**src/rtl/ex_mem_stage_reg_pkg.sv**
```systemverilog
// Shared types for the EX->MEM boundary: NZVC flag bundle and MEM/WB control bundle.
package ex_mem_stage_reg_pkg;

    localparam int DATA_W_DEFAULT   = 64;
    localparam int REG_W_DEFAULT    = 5;
    localparam int ZERO_REG_DEFAULT = 31;

    typedef struct packed {
        logic negative;
        logic zero;
        logic overflow;
        logic carry;
    } alu_flags;

    typedef struct packed {
        logic mem_read;
        logic mem_write;
        logic mem_to_reg;
        logic reg_write;
    } mem_ctrl_t;

    // A bubble carries no control at all, and nothing may ever write XZR.
    function automatic mem_ctrl_t qualify_ctrl(
        input logic      valid,
        input mem_ctrl_t ctrl,
        input logic      rd_is_zero
    );
        mem_ctrl_t q;
        q = '0;
        if (valid) begin
            q = ctrl;
            if (rd_is_zero) begin
                q.reg_write = 1'b0;
            end
        end
        return q;
    endfunction

endpackage

```
**src/rtl/ex_mem_stage_reg_flag_reg.sv**
```systemverilog
// Architectural NZVC register with a same-cycle bypass of the flags produced in EX.
module flag_reg
    import ex_mem_stage_reg_pkg::*;
(
    input  logic     clk,
    input  logic     reset_n,
    input  logic     stall,
    input  logic     flush,
    input  logic     ex_valid,
    input  logic     ex_set_flags,
    input  alu_flags ex_flags,
    output alu_flags flags_q,
    output alu_flags br_flags
);

    logic ex_writes_flags;

    assign ex_writes_flags = ex_valid & ex_set_flags & ~flush;

    always_ff @(posedge clk or negedge reset_n) begin
        if (!reset_n) begin
            flags_q <= '0;
        end else if (ex_writes_flags && !stall) begin
            flags_q <= ex_flags;
        end
    end

    // Bypass still follows EX under stall: the setter has not committed yet but B.cond must see it.
    assign br_flags = ex_writes_flags ? ex_flags : flags_q;

endmodule

```
**src/rtl/ex_mem_stage_reg.sv**
```systemverilog
// EX->MEM pipeline register: result, store data, destination and MEM/WB control, plus NZVC flags.
module ex_mem_stage_reg
    import ex_mem_stage_reg_pkg::*;
#(
    parameter int DATA_W   = DATA_W_DEFAULT,
    parameter int REG_W    = REG_W_DEFAULT,
    parameter int ZERO_REG = ZERO_REG_DEFAULT
) (
    input  logic              clk,
    input  logic              reset_n,
    input  logic              stall,
    input  logic              flush,
    input  logic              ex_valid,
    input  logic [DATA_W-1:0] ex_data_out,
    input  alu_flags          ex_flags,
    input  logic              ex_set_flags,
    input  logic [DATA_W-1:0] ex_store_data,
    input  logic [REG_W-1:0]  ex_rd,
    input  mem_ctrl_t         ex_ctrl,
    output logic              mem_valid,
    output logic [DATA_W-1:0] mem_addr_data,
    output logic [DATA_W-1:0] mem_store_data,
    output logic [REG_W-1:0]  mem_rd,
    output mem_ctrl_t         mem_ctrl,
    output alu_flags          flags_q,
    output alu_flags          br_flags
);

    mem_ctrl_t load_ctrl;
    logic      rd_is_zero;

    assign rd_is_zero = (ex_rd == REG_W'(ZERO_REG));
    assign load_ctrl  = qualify_ctrl(ex_valid, ex_ctrl, rd_is_zero);

    // Flush wins over stall; on a flush the data fields simply hold since nothing will consume them.
    always_ff @(posedge clk or negedge reset_n) begin
        if (!reset_n) begin
            mem_valid      <= 1'b0;
            mem_addr_data  <= '0;
            mem_store_data <= '0;
            mem_rd         <= '0;
            mem_ctrl       <= '0;
        end else if (flush) begin
            mem_valid <= 1'b0;
            mem_ctrl  <= '0;
        end else if (!stall) begin
            mem_valid      <= ex_valid;
            mem_addr_data  <= ex_data_out;
            mem_store_data <= ex_store_data;
            mem_rd         <= ex_rd;
            mem_ctrl       <= load_ctrl;
        end
    end

    flag_reg u_flag_reg (
        .clk          (clk),
        .reset_n      (reset_n),
        .stall        (stall),
        .flush        (flush),
        .ex_valid     (ex_valid),
        .ex_set_flags (ex_set_flags),
        .ex_flags     (ex_flags),
        .flags_q      (flags_q),
        .br_flags     (br_flags)
    );

endmodule

```
**config.mk**
```make
export PLATFORM = sky130hd
export DESIGN_NAME = ex_mem_stage_reg
export DESIGN_NICKNAME = d
export VERILOG_FILES = /design/src/rtl/ex_mem_stage_reg_pkg.sv /design/src/rtl/ex_mem_stage_reg_flag_reg.sv /design/src/rtl/ex_mem_stage_reg.sv
export SDC_FILE = /design/constraint.sdc
export NUM_CORES = 1
export LEC_CHECK = 0
export ABC_CLOCK_PERIOD_IN_PS = 950
export BUFFER_PORTS_ARGS = -buffer_cell sky130_fd_sc_hd__buf_2
export CAP_MARGIN = 20
export CORE_MARGIN = 5
export CORE_UTILIZATION = 45
export DETAILED_ROUTE_END_ITERATION = 6
export PLACE_DENSITY = 0.79
export SLEW_MARGIN = 0
export SYNTH_ARGS = -nofsm -noshare
export SYNTH_HDL_FRONTEND = slang
export SYNTH_SLANG_ARGS = --single-unit
export TNS_END_PERCENT = 5
```
**constraint.sdc**
```tcl
create_clock -name clk -period 0.95 [get_ports clk]
set_input_delay 0.19 -clock clk [delete_from_list [all_inputs] [get_ports clk]]
set_output_delay 0.19 -clock clk [all_outputs]
set_load 0.05 [all_outputs]
```
# Word-level counts from Yosys, hierarchy flattened
# Cells that the tools add are included.
# word_totals
register_bits	142
latch_bits	0
ram_bits	0
rom_bits	0
input_bits	147
out_inout_bits	146
word_cells	28
memories	0
# op_classes
n_addsub	0
mul	0
div_mod_pow	0
magnitude_cmp	0
n_eq_ne	2
n_shift	0
muxes	7
n_bitwise	4
n_reduce_logical	3
# ops
cell	count
$mux 4	4
$eq 5x5->1 const B	1
$mux 1	3
$and 1x1->1	2
$ne 2x1->1 const B	1
$not 1->1	2
$reduce_and 2->1	1
$logic_and 1x1->1	1
$logic_not 1->1	1

# Logic depth before layout (Yosys ltp)
# depth
ltp_word	5
depth_mapped	5
ltp_nobuf	3

# Cells and area by module
# Synthesis repeated with hierarchy kept, for this count alone.
# hier_totals
hier_cells	317
area_unflattened_um2	5356.4
# by_module_without_submodules
module	instances	cells_per_inst	area_each_um2	seq_area_each_um2
ex_mem_stage_reg	1	303	5142.4	3453.3
flag_reg	1	14	214.0	100.1

# Least setup slack after synthesis
# OpenSTA, ideal clock, no wires.
# synth_timing
kind	register to output
from	register u_flag_reg.flags_q[0] (netlist name)
to	output br_flags[0] (netlist bit)
t_arrival_ps	1038
t_required_ps	760
path_slack_ps	-278
path_stages_with_launch	2
path_buffers	0
cell_sequence	dfrtp_1 > mux2_2
# synth_rtl
element	line_no	text
to (decl)	ex_mem_stage_reg.sv:26	output alu_flags br_flags

==> out/metrics.yaml <==
r2r_start: "u_flag_reg.flags_q[2]"
r2r-end: "u_flag_reg.flags_q[2]"
critPathLaunchType: "flop"
crit_family: "flip-flops"
synth_area_leader_cell: "dfrtp_1"
io_buffers: 292
total_power_uw: 22500
grt_pass1_vias: 5229
min_period_over_period_pct: 150
slew_viol_final: 0
path_clk_slew_ns: 0.06
diodes: 0
die_y_um: 122
violations: "negative setup slack"
syn_area_mm2: 0.00565
crit_type: "reg -> out"
yosysWarnings: 0
setup_ws_ns: -0.476
gp_congestion: 0.778
reg2reg_depth: 3
synthMuxAreaShare_pct: 33.0
path_cells: "mux2_4 > buf_6"
tns_ns: -31.97
cts_tree: "yes"
clock_latency_ns: 0.41
dp_hpwl_um: 11300
drive_gt1_share_pct: 70.4
ys_ff_latch: 142
worst_pin_slew_ns: 0.304
wl_um: 18200
htree_num_levels: 4
synthAdderAreaFrac_pct: 0
critPathMaxStageDelay_ns: 0.41
vias: 4314
seq_area_frac_synth_pct: 62.9
synthDominantCellAreaShare_pct: 62.9
syn_inst: 316
cp.arrival_ns: 1.24
final_cells: 896
postPlaceCellArea_mm2: 0.00762
holdPathStages: 2
critPathMaxFanout: 2
path_depth: 2
finalClockSkew_ns: 0
drv_cap: 0
synth-xor-area-share_pct: 0
crit_buf_inv: 1
peakVddDrop_v: 0.00152
synth_top_family_by_area: "multiplexers"
viasPerCell: 4.81
ys_types: 16
grt_overflow: 0
avgSynthCellArea_um2: 17.9
drt_iter0_drc: 214
p_leak_uw: 0.00477
synth_simple_gate_area_share_pct: 1.04
hold_viol_final: 0
fin_area_mm2: 0.00976
powerDensity_mw_per_mm2: 2300
min_to: "mem_store_data[28]"
crit_required_ns: 0.76
io_pins: 293
ff_latch_area_mm2: 0.00356
route.detailed.drc: 0
worst_path_max_delay_cell: "dfrtp_2"
nets: 858
period_minus_slack_ns: 1.43
setup_violations: 147
track_usage_pct: 25.1
hp-start: "ex_store_data[28]"
drtPass1Iterations: 4
rows: 41
cts_num_sinks: 142
start_util_pct: 45.3
antenna_found_initial: 0
ant_nets: 0
slew_headroom_pct: 79.7
synth_area_leaders: "dfrtp_1, mux2_4, mux2_2"
cts_root_buffer: "clkbuf_16"
clk_path_buf_depth: 2
grt_pass1_wl_um: 28300
syn2layout_area_growth_pct: 72.7
fmax_mhz: 701
core_mm2: 0.0125
cts-buffers-inserted: 17
synth_compound_area_share_pct: 0.709
die-area_mm2: 0.0149
outcome: "finished with violations"
end_kind: "output port"
syn_nets: 463
grt_max_degree: 33
wl_per_cell_um: 20.3
rrSetupSlack_ns: -0.08
die_w_um: 122
min_path_type: "in -> reg"
placed_cells: 803
multi_input_area_mm2: 0.00198
nFillCells: 647
rsz0062_at_grt: "yes"
worst max path at each step:
stage | start | endpoint | slack (ns)
global route | u_flag_reg.flags_q[2] | br_flags[2] | -0.52
finish | u_flag_reg.flags_q[1] | br_flags[1] | -0.48
detailed placement | flush | br_flags[2] | -0.49
CTS | u_flag_reg.flags_q[2] | br_flags[2] | -0.50
global placement | flush | br_flags[1] | -0.42
floorplan | stall | mem_addr_data[0] | -0.26
flip-flops by register name (all words and copies together) (netlist names):
name and flops:
mem_addr_data 64, mem_store_data 64, mem_rd 5, mem_ctrl 4, u_flag_reg.flags_q 4, mem_valid 1
Yosys cell counts:
cell	number
nor2_1	4
nand3b_1	1
a22oi_1	3
nor2b_1	1
o211ai_1	1
and3_1	1
a21oi_1	2
nor2_4	1
mux2_4	74
nand2_1	2
buf_2	7
buf_6	8
buf_4	1
dfrtp_1	142
mux2_2	67
nand3_1	1
metal layers:
metal / vias to the layer above / share of wire (%) / GRT usage [%] / routed length, um
met1: 2152 / 34 / 26.4 / 6230
met5: - / 0 / 0 / 0
met4: 0 / 4.2 / 12.2 / 757
met3: 55 / 6.7 / 7.29 / 1220
li1: 1905 / - / - / -
met2: 202 / 55 / 45.9 / 9990
report_power, final:
| group | internal (uW) | switching [uW] | leakage (uW) |
|---|---|---|---|
| Combinational | 3380 | 4630 | 0.00280 |
| Clock | 4200 | 2570 | 0.000300 |
| Sequential | 6950 | 737 | 0.00167 |
| Total | 14500 | 7930 | 0.00477 |
repair_timing:
action | CTS | global route
setup endpoints to repair | 146 | 147
setup buffers | 1 | 1
hold endpoints to repair | 201 | 0
gates resized for setup | 294 | 1
hold buffers | 60 | 0
cloned | 0 | 0
cell type report:
class | instances | area share [%]
clock buffer | 18 | 4.50
clock inverter | 14 | 1.71
multi-input combinational | 158 | 20.2
sequential | 142 | 36.5
tap | 172 | 2.21
timing repair buffer | 392 | 34.9
metrics by stage:
| stage | utilization [%] | hold slack [ns] | setup slack [ns] |
|---|---|---|---|
| final | 78.3 | 0.0148 | -0.476 |
| after global routing | 78.3 | 0.000738 | -0.517 |
| after CTS | 78.3 | 0.0000695 | -0.498 |
| after detailed placement | 61.1 | 0.0445 | -0.489 |
| after global placement | 61.1 | 0.0391 | -0.417 |
| after floorplan | - | -0.106 | -0.256 |
worst register-to-register path: stages (launching register included):
cell	delay [ns]
dfrtp_2	0.41
buf_4	0.13
buf_6	0.11
mux2_4	0.26
cells by family (layout without fill, tap and decap cells):
logic type             after synthesis  in the layout
multiplexers                       141            141
AND/OR/NAND/NOR                     11             11
buffers and inverters               16            424
flip-flops                         142            142
AO/OA/AOI/OAI                        6              6
cells in the final DEF, fill, tap and decap left out:
| cell type | instances |
|---|---|
| nand2_1 | 2 |
| nand3_1 | 1 |
| buf_8 | 1 |
| nand3b_1 | 1 |
| dlygate4sd3_1 | 60 |
| and3_1 | 1 |
| a22oi_1 | 3 |
| o211ai_1 | 1 |
| clkinvlp_4 | 1 |
| dfrtp_2 | 4 |
| buf_4 | 30 |
| a21oi_1 | 2 |
| clkbuf_8 | 1 |
| clkbuf_16 | 17 |
| buf_6 | 147 |
| mux2_2 | 64 |
| buf_2 | 145 |
| dfrtp_1 | 138 |
| buf_12 | 9 |
| nor2_4 | 1 |
| inv_6 | 1 |
| nor2b_1 | 1 |
| clkinv_2 | 5 |
| nor2_1 | 4 |
| clkinv_4 | 4 |
| mux2_4 | 77 |
| bufinv_16 | 3 |
No activity file was read; power rests on OpenSTA's default activity.
